File: config.mk
export PLATFORM = sky130hd
export DESIGN_NAME = cpu_step_ctrl_flat
export DESIGN_NICKNAME = d
export VERILOG_FILES = /design/src/rtl/cpu_step_ctrl_pkg.sv /design/src/rtl/cpu_step_ctrl_if.sv /design/src/rtl/cpu_step_ctrl_tick_div.sv /design/src/rtl/cpu_step_ctrl.sv /design/src/flat_wrapper.sv
export SDC_FILE = /design/constraint.sdc
export NUM_CORES = 1
export LEC_CHECK = 0
export ABC_AREA = 1
export CAP_MARGIN = 20
export CORE_MARGIN = 2
export CORE_UTILIZATION = 52
export CTS_BUF_LIST = sky130_fd_sc_hd__clkbuf_16
export DETAILED_ROUTE_END_ITERATION = 10
export PLACE_DENSITY = 0.76
export SETUP_SLACK_MARGIN = 0.02
export SYNTH_ARGS = -nofsm -noshare
export SYNTH_HDL_FRONTEND = slang
export SYNTH_HIERARCHICAL = 1
export SYNTH_SLANG_ARGS = --single-unit
File: constraint.sdc
create_clock -name clk -period 2.4 [get_ports clk]
set_input_delay 0.24 -clock clk [delete_from_list [all_inputs] [get_ports clk]]
set_output_delay 0.24 -clock clk [all_outputs]
set_load 0.005 [all_outputs]
File: src/rtl/cpu_step_ctrl_pkg.sv
// Shared constants for the CPU execution-control stage: FSM state encodings,
// mode decode values and button/switch bit positions.
package cpu_ctrl_pkg;

  typedef enum logic [2:0] {
    S_HALT      = 3'd0,
    S_STEP_IDLE = 3'd1,
    S_BURST     = 3'd2,
    S_SLOW      = 3'd3,
    S_RUN       = 3'd4
  } state_t;

  localparam logic [1:0] MODE_HALT = 2'b00;
  localparam logic [1:0] MODE_STEP = 2'b01;
  localparam logic [1:0] MODE_SLOW = 2'b10;
  localparam logic [1:0] MODE_RUN  = 2'b11;

  localparam int BTN_STEP  = 0;
  localparam int BTN_BURST = 1;
  localparam int BTN_CLR   = 2;
  localparam int SW_FREEZE = 7;

endpackage

File: src/rtl/cpu_step_ctrl_if.sv
// Control bundle between the debouncer/board side (master) and the
// execution-control stage (slave).
interface cpu_step_ctrl_if;
  logic [4:0]  btn_pulse;
  logic [7:0]  sw_ok;
  logic        cpu_en;
  logic        cpu_hold;
  logic [2:0]  state_out;
  logic [15:0] en_count;

  modport master (
    output btn_pulse, sw_ok,
    input  cpu_en, cpu_hold, state_out, en_count
  );

  modport slave (
    input  btn_pulse, sw_ok,
    output cpu_en, cpu_hold, state_out, en_count
  );
endinterface

File: src/rtl/cpu_step_ctrl_tick_div.sv
// 32-bit SLOW-mode divider: counts while run is high, emits a one-cycle tick
// on the terminal count SLOW_DIV-1 and wraps to 0; clr zeroes, otherwise holds.
module tick_div #(
  parameter int unsigned SLOW_DIV = 50_000_000
) (
  input  logic clk,
  input  logic rst,
  input  logic clr,
  input  logic run,
  output logic tick
);

  localparam logic [31:0] TERM = 32'(SLOW_DIV - 1);

  logic [31:0] cnt;

  assign tick = run && (cnt == TERM);

  always_ff @(posedge clk) begin
    if (rst)      cnt <= '0;
    else if (clr) cnt <= '0;
    else if (run) cnt <= tick ? 32'd0 : cnt + 32'd1;
  end

endmodule

File: src/rtl/cpu_step_ctrl.sv
// CPU clock-enable controller: HALT / STEP+BURST / SLOW / RUN modes with freeze.
// cpu_en, state and status are registered one edge after the inputs are sampled.
module cpu_step_ctrl
  import cpu_ctrl_pkg::*;
#(
  parameter int unsigned BURST_LEN = 16,
  parameter int unsigned SLOW_DIV  = 50_000_000
) (
  input  logic            clk,
  input  logic            rst,
  cpu_step_ctrl_if.slave  bus
);

  localparam logic [15:0] BURST_LOAD = 16'(BURST_LEN - 1);

  logic       freeze, btn_step, btn_burst, btn_clr;
  logic [1:0] mode;
  state_t     state, state_next;
  logic [15:0] burst_cnt, burst_cnt_d;
  logic       en_d, div_clr, div_run, tick;
  logic       cpu_en_q, cpu_hold_q;
  logic [2:0] state_out_q;
  logic [15:0] en_count_q;

  assign freeze    = bus.sw_ok[SW_FREEZE];
  assign mode      = bus.sw_ok[1:0];
  assign btn_step  = bus.btn_pulse[BTN_STEP];
  assign btn_burst = bus.btn_pulse[BTN_BURST];
  assign btn_clr   = bus.btn_pulse[BTN_CLR];

  wire unused_inputs = &{1'b0, bus.btn_pulse[4:3], bus.sw_ok[6:2]};

  always_ff @(posedge clk) begin
    if (rst) state <= S_HALT;
    else     state <= state_next;
  end

  always_comb begin
    state_next = state;
    if (!freeze) begin
      case (mode)
        MODE_HALT: state_next = S_HALT;
        MODE_SLOW: state_next = S_SLOW;
        MODE_RUN:  state_next = S_RUN;
        default: begin
          if (state == S_BURST)
            state_next = (burst_cnt == 16'd0) ? S_STEP_IDLE : S_BURST;
          else if (state == S_STEP_IDLE && btn_burst)
            state_next = S_BURST;
          else
            state_next = S_STEP_IDLE;
        end
      endcase
    end
  end

  // Enable is derived from the next state so it lines up with the state register.
  always_comb begin
    en_d        = 1'b0;
    burst_cnt_d = burst_cnt;
    div_clr     = !freeze && (state != S_SLOW) && (state_next == S_SLOW);
    div_run     = !freeze && (state == S_SLOW) && (state_next == S_SLOW);
    if (!freeze) begin
      case (state_next)
        S_RUN:  en_d = 1'b1;
        S_SLOW: en_d = tick;
        S_BURST: begin
          if (state != S_BURST) begin
            en_d        = 1'b1;
            burst_cnt_d = BURST_LOAD;
          end else if (burst_cnt != 16'd0) begin
            en_d        = 1'b1;
            burst_cnt_d = burst_cnt - 16'd1;
          end
        end
        S_STEP_IDLE: en_d = (state == S_STEP_IDLE) && btn_step && !btn_burst;
        default: en_d = 1'b0;
      endcase
    end
  end

  tick_div #(.SLOW_DIV(SLOW_DIV)) u_tick_div (
    .clk  (clk),
    .rst  (rst),
    .clr  (div_clr),
    .run  (div_run),
    .tick (tick)
  );

  always_ff @(posedge clk) begin
    if (rst) begin
      cpu_en_q    <= 1'b0;
      cpu_hold_q  <= 1'b1;
      state_out_q <= 3'd0;
      burst_cnt   <= 16'd0;
      en_count_q  <= 16'd0;
    end else begin
      cpu_en_q    <= en_d;
      cpu_hold_q  <= (state_next != S_RUN);
      state_out_q <= state_next;
      burst_cnt   <= burst_cnt_d;
      if (btn_clr)       en_count_q <= 16'd0;
      else if (cpu_en_q) en_count_q <= en_count_q + 16'd1;
    end
  end

  assign bus.cpu_en    = cpu_en_q;
  assign bus.cpu_hold  = cpu_hold_q;
  assign bus.state_out = state_out_q;
  assign bus.en_count  = en_count_q;

endmodule

File: src/flat_wrapper.sv
// flat-port wrapper written by rule: the top's interface ports become plain ports
module cpu_step_ctrl_flat import cpu_ctrl_pkg::*;
#(
  parameter int unsigned BURST_LEN = 16,
  parameter int unsigned SLOW_DIV  = 50_000_000
)
  (clk, rst, bus_btn_pulse, bus_sw_ok, bus_cpu_en, bus_cpu_hold, bus_state_out, bus_en_count);
  cpu_step_ctrl_if bus_i ();
  input  logic clk;
  input  logic rst;
  input wire logic [$bits(bus_i.btn_pulse)-1:0] bus_btn_pulse;
  input wire logic [$bits(bus_i.sw_ok)-1:0] bus_sw_ok;
  output wire logic [$bits(bus_i.cpu_en)-1:0] bus_cpu_en;
  output wire logic [$bits(bus_i.cpu_hold)-1:0] bus_cpu_hold;
  output wire logic [$bits(bus_i.state_out)-1:0] bus_state_out;
  output wire logic [$bits(bus_i.en_count)-1:0] bus_en_count;
  assign bus_i.btn_pulse = bus_btn_pulse;
  assign bus_i.sw_ok = bus_sw_ok;
  assign bus_cpu_en = bus_i.cpu_en;
  assign bus_cpu_hold = bus_i.cpu_hold;
  assign bus_state_out = bus_i.state_out;
  assign bus_en_count = bus_i.en_count;
  cpu_step_ctrl #(.BURST_LEN(BURST_LEN), .SLOW_DIV(SLOW_DIV)) u_core (.clk(clk), .rst(rst), .bus(bus_i));
endmodule
==> metrics <==
min Tclk post-route between 2 and 3 ns; Post-Place Worst Slack -0.4236 ns; Starting Density 0.5316; sequential share of the synthesized area 0.3602; Hold Violations, Final 0; post-route ant nets 0; Worst slew margin 0.7085; part of the cycle the worst path needs 1.055; initial antenna violation count 0; Pleak 0.002096 uW; I/O Buffers 28; status finished with violations; Synth Cell Area 0.003835 mm^2; post-DP HPWL 6341 um; post-route cell area 0.005075 mm^2; CP cell instances inv_2, nand4_1, a21oi_2, nand2_2, nand2_2, nand2_2, or2_4, nor2_4, buf_6, nand2_1, inv_1, nand2_1, nor2_2, nand3_2, nor2_4, buf_6, nor2_4, nand2_1, nor2_1; mux cell area share after synthesis 0; CTS Buffer Depth 2; crit end category register; total grt overflow 0; sequential standard cell area 0.001395 mm^2; Critical Path RT 2.62 ns; sw frac 0.2419; clock share of power 0.433; placed inst area 0.004448 mm^2; Post-CTS Hold Buffers 0; Filler cells approximately 570; CP max stage delay 0.36 ns; share of post-route cells with drive strength above 1 0.2605; post-DR vias/cell 5.233; Main synth FF type dfxtp_1; drt total wl 9863 um; final setup fails 25; crit path DAT between 2 and 3 ns; Seq pwr share 0.451; vias in the first global route 3744; Power Internal a little under 2000 uW; CORE AREA 0.007214 mm^2; max frequency 395.0 MHz; Post-Syn Instances about 550; DRT iter0 DRCs 280; switching power of the nets 628.0 uW; RSZ-0062 raised after global routing true; drt first pass iters 5; failing checks negative setup slack; Worst-path clk slew 0.06 ns; Pins Over Slew Limit 0; # DRC 0; crit path kind reg -> reg; placed instance count 704; multi-input combinational cell area between 0.002 and 0.0025 mm^2; Comb pwr share 0.116; first-pass GRT wire length 16350 um; I/O pin count 36; post-route insts no fill about 740; startpoint class of the critical path register; Sink Count 69; Crit path buffers/inverters 4; PwrDens 511.6 mW/mm^2; Ys Warns 6; Synth Register Bits just under 70; RD Place Congestion just under 0.9; Post-synth EDFFs 0; Slowest-stage cell, CP dfxtp_4; simple-gate area share of the yosys netlist 0.4163; TritonCTS clock tree yes; largest net degree at the start of global routing 16; asr flop ratio synth 0; GRT Util Overall 0.2441; final total power around 2600 uW; post-synthesis compound-gate area fraction 0.07602; syn avg cell area 6.985 um^2; post-synth cell types 42; Die H around 90 um; Routed WL per cell 13.26 um; HP Class reg -> reg; routed vias approximately 3900; Post-Synth Adder-Cell Area 0.009788; ANT cells 0; Num CTS Buffers 9; XOR/XNOR Fraction of Synth Area 0.05024; largest family of logic cells by synthesized area simple AND/OR/NAND/NOR gates; final core occ 0.7034; Layout Skew 0.007331 ns; clock root buffer clkbuf_16; H-tree Lvls 3; Peak supply drop 0.4035 mV; Syn Nets 567; CP delay by family, top simple AND/OR/NAND/NOR gates; Crit Path Max Fanout 6; DIE WIDTH 89.88 um; max cap viols 0; # rows 31; PnR worst setup slack -0.1316 ns; Tightest Pin Transition 0.4359 ns; Worst-Skew Late Latency roughly 0.33 ns; die area between 0.008 and 0.009 mm^2; Final #Nets 659; area grow syn2layout 32.33%
==> path summary, 6_finish.rpt <==
kind,start,to,slack [ns],cells after the start
min,u_core/burst_cnt[15],u_core/burst_cnt[15],0.48,2
min reg2reg,u_core/burst_cnt[15],u_core/burst_cnt[15],0.48,2
max,u_core/bus.state_out[1],u_core/u_tick_div/cnt[9],-0.13,19
max reg2reg,u_core/bus.state_out[1],u_core/u_tick_div/cnt[9],-0.13,19
==> synth_stat cells (all sizes together), types with 2 or more instances <==
cell type / instances / area, um^2
nand4: 14 / 93.84
inv: 70 / 265.3
a31oi: 2 / 12.51
xnor2: 9 / 78.83
nand2: 120 / 495.5
nand3b: 4 / 33.78
nor3b: 11 / 112.6
nor2: 127 / 563.0
a21oi: 23 / 115.1
buf: 7 / 66.31
o21ai: 17 / 88.84
ha: 3 / 37.54
o21bai: 3 / 22.52
xor2: 13 / 113.9
nand3: 29 / 172.7
nor3: 17 / 100.1
or2: 2 / 12.51
o21a: 3 / 22.52
dfxtp: 69 / 1381
==> state kept, by name (all words and copies together) (netlist names) <==
| register | cells |
|---|---|
| u_core/u_tick_div/cnt | 32 |
| u_core/burst_cnt | 16 |
| u_core/bus.en_count | 16 |
| u_core/bus.state_out | 3 |
| u_core/bus.cpu_en | 1 |
| u_core/bus.cpu_hold | 1 |
==> logic make-up after synthesis <==
| kind of cell | after synthesis |
|---|---|
| and+or+nand+nor | 325 |
| buffers and inverters | 78 |
| DFF | 69 |
| AOI/OAI and AO/OA | 52 |
| xor gates and xnor gates | 22 |
| adders and majority gates | 3 |
==> layout by cell type, fill, tap and decap left out, types with 13 or more instances in the layout <==
cell type / n
clkdlybuf4s50_1: 25
nand2_1: 98
a21oi_1: 21
nor2_4: 14
nand3_1: 21
nand2_2: 16
dfxtp_1: 60
xor2_1: 13
nor2_1: 96
inv_1: 63
nand4_1: 13
nor2_2: 17
nor3_1: 14
buf_4: 54
o21ai_0: 13
==> final cells by class <==
type,count,area share
well taps,99,0.02441
repair buffers,87,0.1455
clock buffers,9,0.04438
flip-flops and latches,69,0.2749
multi-input cells,403,0.4532
clock inverters,6,0.004684
inverters,71,0.05301
==> power groups by stage <==
stage          Combinational [uW]  Sequential [uW]  Clock [uW]
6_report                      300             1170        1130
5_1_grt                       326             1170        1190
4_1_cts                       276             1170        1150
3_5_place_dp                  232             1190           0
3_3_place_gp                  227             1190           0
2_1_floorplan                 138             1190           0
==> per-layer routing <==
layer | GRT usage | wire, um | vias to the layer above
li1 | - | - | 1926
met1 | 0.2831 | 4045 | 1812
met2 | 0.4426 | 5082 | 133
met3 | 0.03101 | 466 | 22
met4 | 0.1218 | 268 | 0
met5 | 0 | 0 | -
==> metrics by stage <==
step                TNS, ns  hold slack [ns]
floorplan                 0           0.4258
finish               -2.302           0.4846
CTS                 -0.1288           0.4801
global route         -5.966           0.5223
detailed placement   -11.30           0.4562
global placement     -7.010           0.4509
==> worst reg2reg max path, delay by kind of cell (launching register included) <==
family          cells  cell delay, ns
buf+inv             4            0.41
simple gates       14            1.45
flops               1            0.36
compound gates      1            0.20
==> repair_timing <==
action,in CTS,in global routing
setup buffers,19,8
cloned,1,0
gates resized for setup,44,28
pin swaps,32,29
setup endpoints to repair,28,34
(Power assumes the default switching activity.)
